==> config.mk <==
export PLATFORM = sky130hd
export DESIGN_NAME = nec_ir_rx
export DESIGN_NICKNAME = d
export VERILOG_FILES = /design/src/rtl/nec_pkg.sv /design/src/rtl/ir_sync_edge.sv /design/src/rtl/nec_ir_rx.sv
export SDC_FILE = /design/constraint.sdc
export NUM_CORES = 1
export LEC_CHECK = 0
export ABC_AREA = 1
export CORE_ASPECT_RATIO = 1.1
export CORE_MARGIN = 3
export CORE_UTILIZATION = 60
export DETAILED_ROUTE_END_ITERATION = 10
export PLACE_DENSITY = 0.9
export SETUP_SLACK_MARGIN = 0.3
export SYNTH_ARGS = -nofsm -noshare
export SYNTH_HDL_FRONTEND = slang
export SYNTH_SLANG_ARGS = --single-unit
==> constraint.sdc <==
create_clock -name sys_clk -period 2.64 [get_ports sys_clk]
set_input_delay 0.264 -clock sys_clk [delete_from_list [all_inputs] [get_ports sys_clk]]
set_output_delay 0.264 -clock sys_clk [all_outputs]
set_load 0.05 [all_outputs]
==> src/rtl/nec_pkg.sv <==
// Shared types and pulse-width windows for the NEC infrared receiver.
// All windows are in microseconds, matching the 1 us measurement tick.
package nec_pkg;

    localparam int COUNT_W = 14;

    typedef logic [COUNT_W-1:0] count_t;

    typedef enum logic [2:0] {
        IDLE,
        LEAD_LOW,
        LEAD_HIGH,
        BIT_LOW,
        BIT_HIGH,
        STOP,
        REP_STOP
    } state_t;

    localparam count_t COUNT_MAX     = 14'd16383;
    localparam count_t LEAD_LOW_MIN  = 14'd8000;
    localparam count_t LEAD_LOW_MAX  = 14'd10000;
    localparam count_t LEAD_HIGH_MIN = 14'd4000;
    localparam count_t LEAD_HIGH_MAX = 14'd5000;
    localparam count_t REP_MIN       = 14'd1800;
    localparam count_t REP_MAX       = 14'd2700;
    localparam count_t MARK_MIN      = 14'd400;
    localparam count_t MARK_MAX      = 14'd720;
    localparam count_t BIT0_MIN      = 14'd400;
    localparam count_t BIT0_MAX      = 14'd720;
    localparam count_t BIT1_MIN      = 14'd1400;
    localparam count_t BIT1_MAX      = 14'd1900;
    localparam count_t TIMEOUT       = 14'd12000;

    function automatic logic in_window(input count_t cnt, input count_t lo, input count_t hi);
        return (cnt >= lo) && (cnt <= hi);
    endfunction

endpackage

==> src/rtl/ir_sync_edge.sv <==
// Two-flop synchroniser for the raw IR line followed by registered edge flags.
// Flops reset to the idle-high level so reset release never fakes an edge.
module ir_sync_edge (
    input  logic clk,
    input  logic rst_n,
    input  logic din,
    output logic rise,
    output logic fall
);

    logic s1, s2, s3;

    // NOTE: sequential state uses non-blocking assignments so every flop samples pre-edge values.
    always_ff @(posedge clk or negedge rst_n) begin
        if (!rst_n) begin
            s1   <= 1'b1;
            s2   <= 1'b1;
            s3   <= 1'b1;
            rise <= 1'b0;
            fall <= 1'b0;
        end else begin
            s1   <= din;
            s2   <= s1;
            s3   <= s2;
            rise <= s2 & ~s3;
            fall <= ~s2 & s3;
        end
    end

endmodule

==> src/rtl/nec_ir_rx.sv <==
// NEC IR frame decoder: measures pulse widths in microseconds, decodes the
// 32-bit frame and hands the command byte to a busy-aware serial transmitter.
module nec_ir_rx
    import nec_pkg::*;
#(
    parameter int CLK_FREQ       = 50_000_000,
    parameter int TICK_DIV       = CLK_FREQ / 1_000_000,
    parameter bit CHECK_ADDR_INV = 1'b1
) (
    input  logic       sys_clk,
    input  logic       sys_rst_n,
    input  logic       ir_in,
    input  logic       busy,
    output logic [7:0] data,
    output logic       data_en,
    output logic [7:0] addr,
    output logic       repeat_en,
    output logic       err,
    output logic       overflow
);

    localparam int PW = (TICK_DIV > 1) ? $clog2(TICK_DIV) : 1;

    logic          rise, fall, edge_seen, tick;
    logic [PW-1:0] presc;
    count_t        count;
    state_t        state;
    logic [4:0]    bit_idx;
    logic [31:0]   shreg;
    logic [7:0]    cmd, pend_byte;
    logic          pending, frame_ok, accept;

    ir_sync_edge u_sync (
        .clk   (sys_clk),
        .rst_n (sys_rst_n),
        .din   (ir_in),
        .rise  (rise),
        .fall  (fall)
    );

    assign edge_seen = rise | fall;
    assign tick      = (presc == PW'(TICK_DIV - 1));

    // Prescaler restarts on each edge so durations are measured from the edge itself.
    always_ff @(posedge sys_clk or negedge sys_rst_n) begin
        if (!sys_rst_n) begin
            presc <= '0;
            count <= '0;
        end else begin
            presc <= (edge_seen || tick) ? '0 : presc + 1'b1;
            if (edge_seen)
                count <= '0;
            else if (tick && count != COUNT_MAX)
                count <= count + 1'b1;
        end
    end

    // Frame bytes arrive LSB first: address, ~address, command, ~command.
    assign cmd = shreg[23:16];

    always_comb begin
        frame_ok = (shreg[31:24] == ~cmd);
        if (CHECK_ADDR_INV)
            frame_ok = frame_ok && (shreg[15:8] == ~shreg[7:0]);
        accept = (state == STOP) && rise && in_window(count, MARK_MIN, MARK_MAX) && frame_ok;
    end

    always_ff @(posedge sys_clk or negedge sys_rst_n) begin
        if (!sys_rst_n) begin
            state     <= IDLE;
            bit_idx   <= '0;
            shreg     <= '0;
            addr      <= '0;
            err       <= 1'b0;
            repeat_en <= 1'b0;
        end else begin
            err       <= 1'b0;
            repeat_en <= 1'b0;
            if (state != IDLE && count >= TIMEOUT) begin
                err   <= 1'b1;
                state <= IDLE;
            end else begin
                case (state)
                    IDLE: if (fall) state <= LEAD_LOW;
                    LEAD_LOW: if (rise) begin
                        if (in_window(count, LEAD_LOW_MIN, LEAD_LOW_MAX)) state <= LEAD_HIGH;
                        else begin err <= 1'b1; state <= IDLE; end
                    end
                    LEAD_HIGH: if (fall) begin
                        if (in_window(count, LEAD_HIGH_MIN, LEAD_HIGH_MAX)) begin
                            bit_idx <= '0;
                            state   <= BIT_LOW;
                        end else if (in_window(count, REP_MIN, REP_MAX)) begin
                            state <= REP_STOP;
                        end else begin
                            err   <= 1'b1;
                            state <= IDLE;
                        end
                    end
                    BIT_LOW: if (rise) begin
                        if (in_window(count, MARK_MIN, MARK_MAX)) state <= BIT_HIGH;
                        else begin err <= 1'b1; state <= IDLE; end
                    end
                    BIT_HIGH: if (fall) begin
                        if (in_window(count, BIT0_MIN, BIT0_MAX) || in_window(count, BIT1_MIN, BIT1_MAX)) begin
                            shreg <= {in_window(count, BIT1_MIN, BIT1_MAX), shreg[31:1]};
                            if (bit_idx == 5'd31) state <= STOP;
                            else begin
                                bit_idx <= bit_idx + 1'b1;
                                state   <= BIT_LOW;
                            end
                        end else begin
                            err   <= 1'b1;
                            state <= IDLE;
                        end
                    end
                    STOP: if (rise) begin
                        if (accept) addr <= shreg[7:0];
                        else        err  <= 1'b1;
                        state <= IDLE;
                    end
                    REP_STOP: if (rise) begin
                        if (in_window(count, MARK_MIN, MARK_MAX)) repeat_en <= 1'b1;
                        else                                      err       <= 1'b1;
                        state <= IDLE;
                    end
                    default: state <= IDLE;
                endcase
            end
        end
    end

    // One-deep holding register: an older pending byte always leaves before a newer one.
    always_ff @(posedge sys_clk or negedge sys_rst_n) begin
        if (!sys_rst_n) begin
            data      <= '0;
            data_en   <= 1'b0;
            overflow  <= 1'b0;
            pending   <= 1'b0;
            pend_byte <= '0;
        end else begin
            data_en  <= 1'b0;
            overflow <= 1'b0;
            if (pending && !busy) begin
                data    <= pend_byte;
                data_en <= 1'b1;
                if (accept) pend_byte <= cmd;
                else        pending   <= 1'b0;
            end else if (accept) begin
                if (!busy && !pending) begin
                    data    <= cmd;
                    data_en <= 1'b1;
                end else begin
                    overflow  <= pending;
                    pend_byte <= cmd;
                    pending   <= 1'b1;
                end
            end
        end
    end

endmodule

==> results by group <==
Outcome
  – Status: completed

Yosys
  – Synth cell types: 40
  – Mapped cell area: 0.005145 mm²
  – Ys flop type: dfrtp_1
  – Synthesized netlist cell count: 674
  – Synth Area per Inst: 7.633 µm²
  – Post-synth EDFFs: 0
  – Synth top area share: 44.26%
  – Yosys warns: 0
  – Ys async rst share: 100.0%
  – Mapped Nets: 684
  – Top cells by area, synth: dfrtp_1 (44%), nand2_1 (15%), o21ai_0 (5.8%)
  – Sequential share of the synthesized area: 45.79%
  – Post-synth top area cell: dfrtp_1
  – FF+latch count, synth: 94

Layout
  – Nets: 711
  – Layout area overhead: 9.533%
  – Design area: 0.005635 mm²
  – Sequential standard cell area: 0.002356 mm²
  – ANT cells: 0
  – Layout cell share with drive strength beyond 1: 9.078%
  – Final core utilization: 69.36%
  – Footprint of the multi-input gates: 0.002405 mm²
  – Filler cells: 662

Place
  – Gpl congestion: 0.9785
  – Port buffer count: 23
  – Area after DPL: 0.005449 mm²
  – Post-placement setup slack: 380.8 ps
  – Post-DP HPWL: 8458 µm

Routing
  – Total wire length: 11500 µm
  – # DRC: 0
  – TritonRoute pass-1 iters: 5
  – WL/cell: 14.14 µm
  – Via count: 4492
  – Routed Antenna Nets: 0
  – Iter 0 DRT Violations: 279
  – Vias per inst: 5.525

STA
  – Fmax: 0.4655 GHz
  – Final period util: 81.37%
  – Final hold vios: 0
  – Setup ws final: 491.8 ps
  – Slew headroom: 50.12%
  – Final worst clock skew: 9.375 ps
  – Setup_tns: 0 ps
  – Worst-Margin Slew: 748.2 ps
  – Final setup vio count: 0
  – Worst Hold Slack: 303.9 ps
  – Max Slew Vio Count: 0
  – RSZ-0062 raised after global routing: no
  – Post-layout min period: 2148 ps

GRT
  – Largest net degree at the start of global routing: 61
  – Overflow after GRT: 0
  – Antenna violations before repair: 0
  – First-pass GRT wire length: 19330 µm
  – Vias in the first global route: 4288
  – Global-route usage over all layers: 25.32%

Critical path
  – Crit-path cells: inv_1 > ha_1 > nand4_1 > nand3_2 > nand3_4 > nand2_4 > nand2_4 > nor2_8 > buf_12 > nand2_1 > o21ai_0
  – Crit path max fanout: 31
  – Crit path required time: 2930 ps
  – Critical path launch point type: register
  – Setup CP Type: reg2reg
  – Slowest cell on crit path: dfrtp_1
  – WP data arrival: 2430 ps
  – Crit end category: register
  – CP dominant cell by count: nand2_4
  – Max incr delay on CP: 430 ps

Floorplanning
  – Die width: 94.29 µm
  – Starting density of the core: 63.32%
  – Die Area: 0.009723 mm²
  – Rows: 34
  – Num ports: 24
  – Chip Height: 103.1 µm
  – Placeable Area: 0.008125 mm²

CTS
  – Sink Count: 94
  – TritonCTS clock tree: yes
  – H-tree depth: 3
  – Root Driver: clkbuf_8
  – CTS Buf Count: 9
  – Post-CTS Setup Bufs: 0
  – Worst-Skew Late Latency: 370 ps
  – Clock transition at path regs: 90 ps
  – Clock Path Buffers: 2

Power and ir drop
  – LEAKAGE: 2.824 nW
  – PD cells: 452.8 mW/mm²
  – Worst ir drop on vdd: 300.8 µV

Run
  – Max Cap Violations: 0

Hold path
  – Worst Hold Class: in2reg
==> cell usage in the layout (no fill, tap or decap), drive strengths merged, types with 2 or more instances in the layout <==
cell,n
clkdlybuf4s50,22
inv,79
nor2,76
nand4,10
dfrtp,91
nor3,13
nand3,56
xor2,7
or2,3
nor4,2
a21oi,13
o21ai,77
xnor2,2
ha,6
nand2,214
clkinv,2
nor3b,3
buf,6
clkbuf,10
dfstp,3
==> final timing paths <==
| check | startpoint | slack, ps | cells after the start | end |
|---|---|---|---|---|
| max | count[0]$_DFFE_PN0P_ | 490 | 11 | shreg[14]$_DFFE_PN0P_ |
| min | ir_in | 300 | 1 | u_sync.s1$_DFF_PN1_ |
| max reg2reg | count[0]$_DFFE_PN0P_ | 490 | 11 | shreg[14]$_DFFE_PN0P_ |
| min reg2reg | u_sync.s1$_DFF_PN1_ | 350 | 0 | u_sync.s2$_DFF_PN1_ |
| max in group asynchronous | sys_rst_n | 1400 | 3 | shreg[9]$_DFFE_PN0P_ |
| min in group asynchronous | sys_rst_n | 490 | 2 | data[4]$_DFFE_PN0P_ |
==> Yosys cell counts (8+ instances only) <==
master and number:
a21oi_1 13, dfrtp_1 91, inv_1 71, nand2_1 204, nand3_1 52, nand4_1 10
nor2_1 70, nor3_1 11, o21ai_0 60, o21ai_1 8, o21ai_2 9
==> where the power goes <==
part | internal (mW) | switching, mW | total [mW]
Sequential | 1.47 | 0.0265 | 1.50
Combinational | 0.0576 | 0.146 | 0.203
Clock | 0.341 | 0.510 | 0.851
Total | 1.87 | 0.682 | 2.55
==> final cells by class <==
type | count | area share, %
Multi-Input combinational cell | 490 | 42.67
Sequential cell | 94 | 41.81
Inverter | 77 | 5.129
Timing Repair Buffer | 29 | 5.107
Tap cell | 108 | 2.398
Clock buffer | 10 | 2.265
Clock inverter | 5 | 0.6217
==> critical path, delay by kind of cell (launching register included) <==
family / cells / cell delay [ps]
AND/OR/NAND/NOR: 7 / 1040
flip-flops: 1 / 430
buffers and inverters: 2 / 310
adder cells (fa/ha/maj): 1 / 200
AO/OA/AOI/OAI: 1 / 80
==> per-stage QoR <==
step	cells	power [mW]
final	813	2.552
after global routing	813	2.663
after CTS	812	2.583
after detailed placement	796	1.728
after global placement	796	1.719
after floorplan	674	1.650
==> layer usage <==
layer / track usage (%) / wire (µm)
met1: 31.80 / 4826
met2: 43.45 / 5796
met3: 4.234 / 483
met4: 10.67 / 391
met5: 0 / 0
==> flip-flops by register name (all words and copies together) (netlist names) <==
| signal | cells |
|---|---|
| u_sync.rise | 1 |
| data_en | 1 |
| bit_idx | 5 |
| addr | 8 |
| u_sync.fall | 1 |
| data | 8 |
| presc | 6 |
| u_sync.s3 | 1 |
| u_sync.s1 | 1 |
| state | 3 |
| pending | 1 |
| count | 14 |
| u_sync.s2 | 1 |
| pend_byte | 8 |
| repeat_en | 1 |
| err | 1 |
| shreg | 32 |
| overflow | 1 |
==> cells by family after synthesis <==
logic type,after synthesis,synth area share [%]
AOI/OAI and AO/OA,96,10.24
DFF,94,45.79
buffers and inverters,91,7.733
and+or+nand+nor,378,33.24
adders and majority gates,6,1.459
xor gates and xnor gates,9,1.532
==> what timing repair did <==
action / 4_1_cts / 5_1_grt
setup endpoints to repair: 0 / 19
hold buffers: 1 / 0
resized for setup: 0 / 1
endpoints found under the hold margin: 54 / 0
No activity file was read; power rests on OpenSTA's default activity.
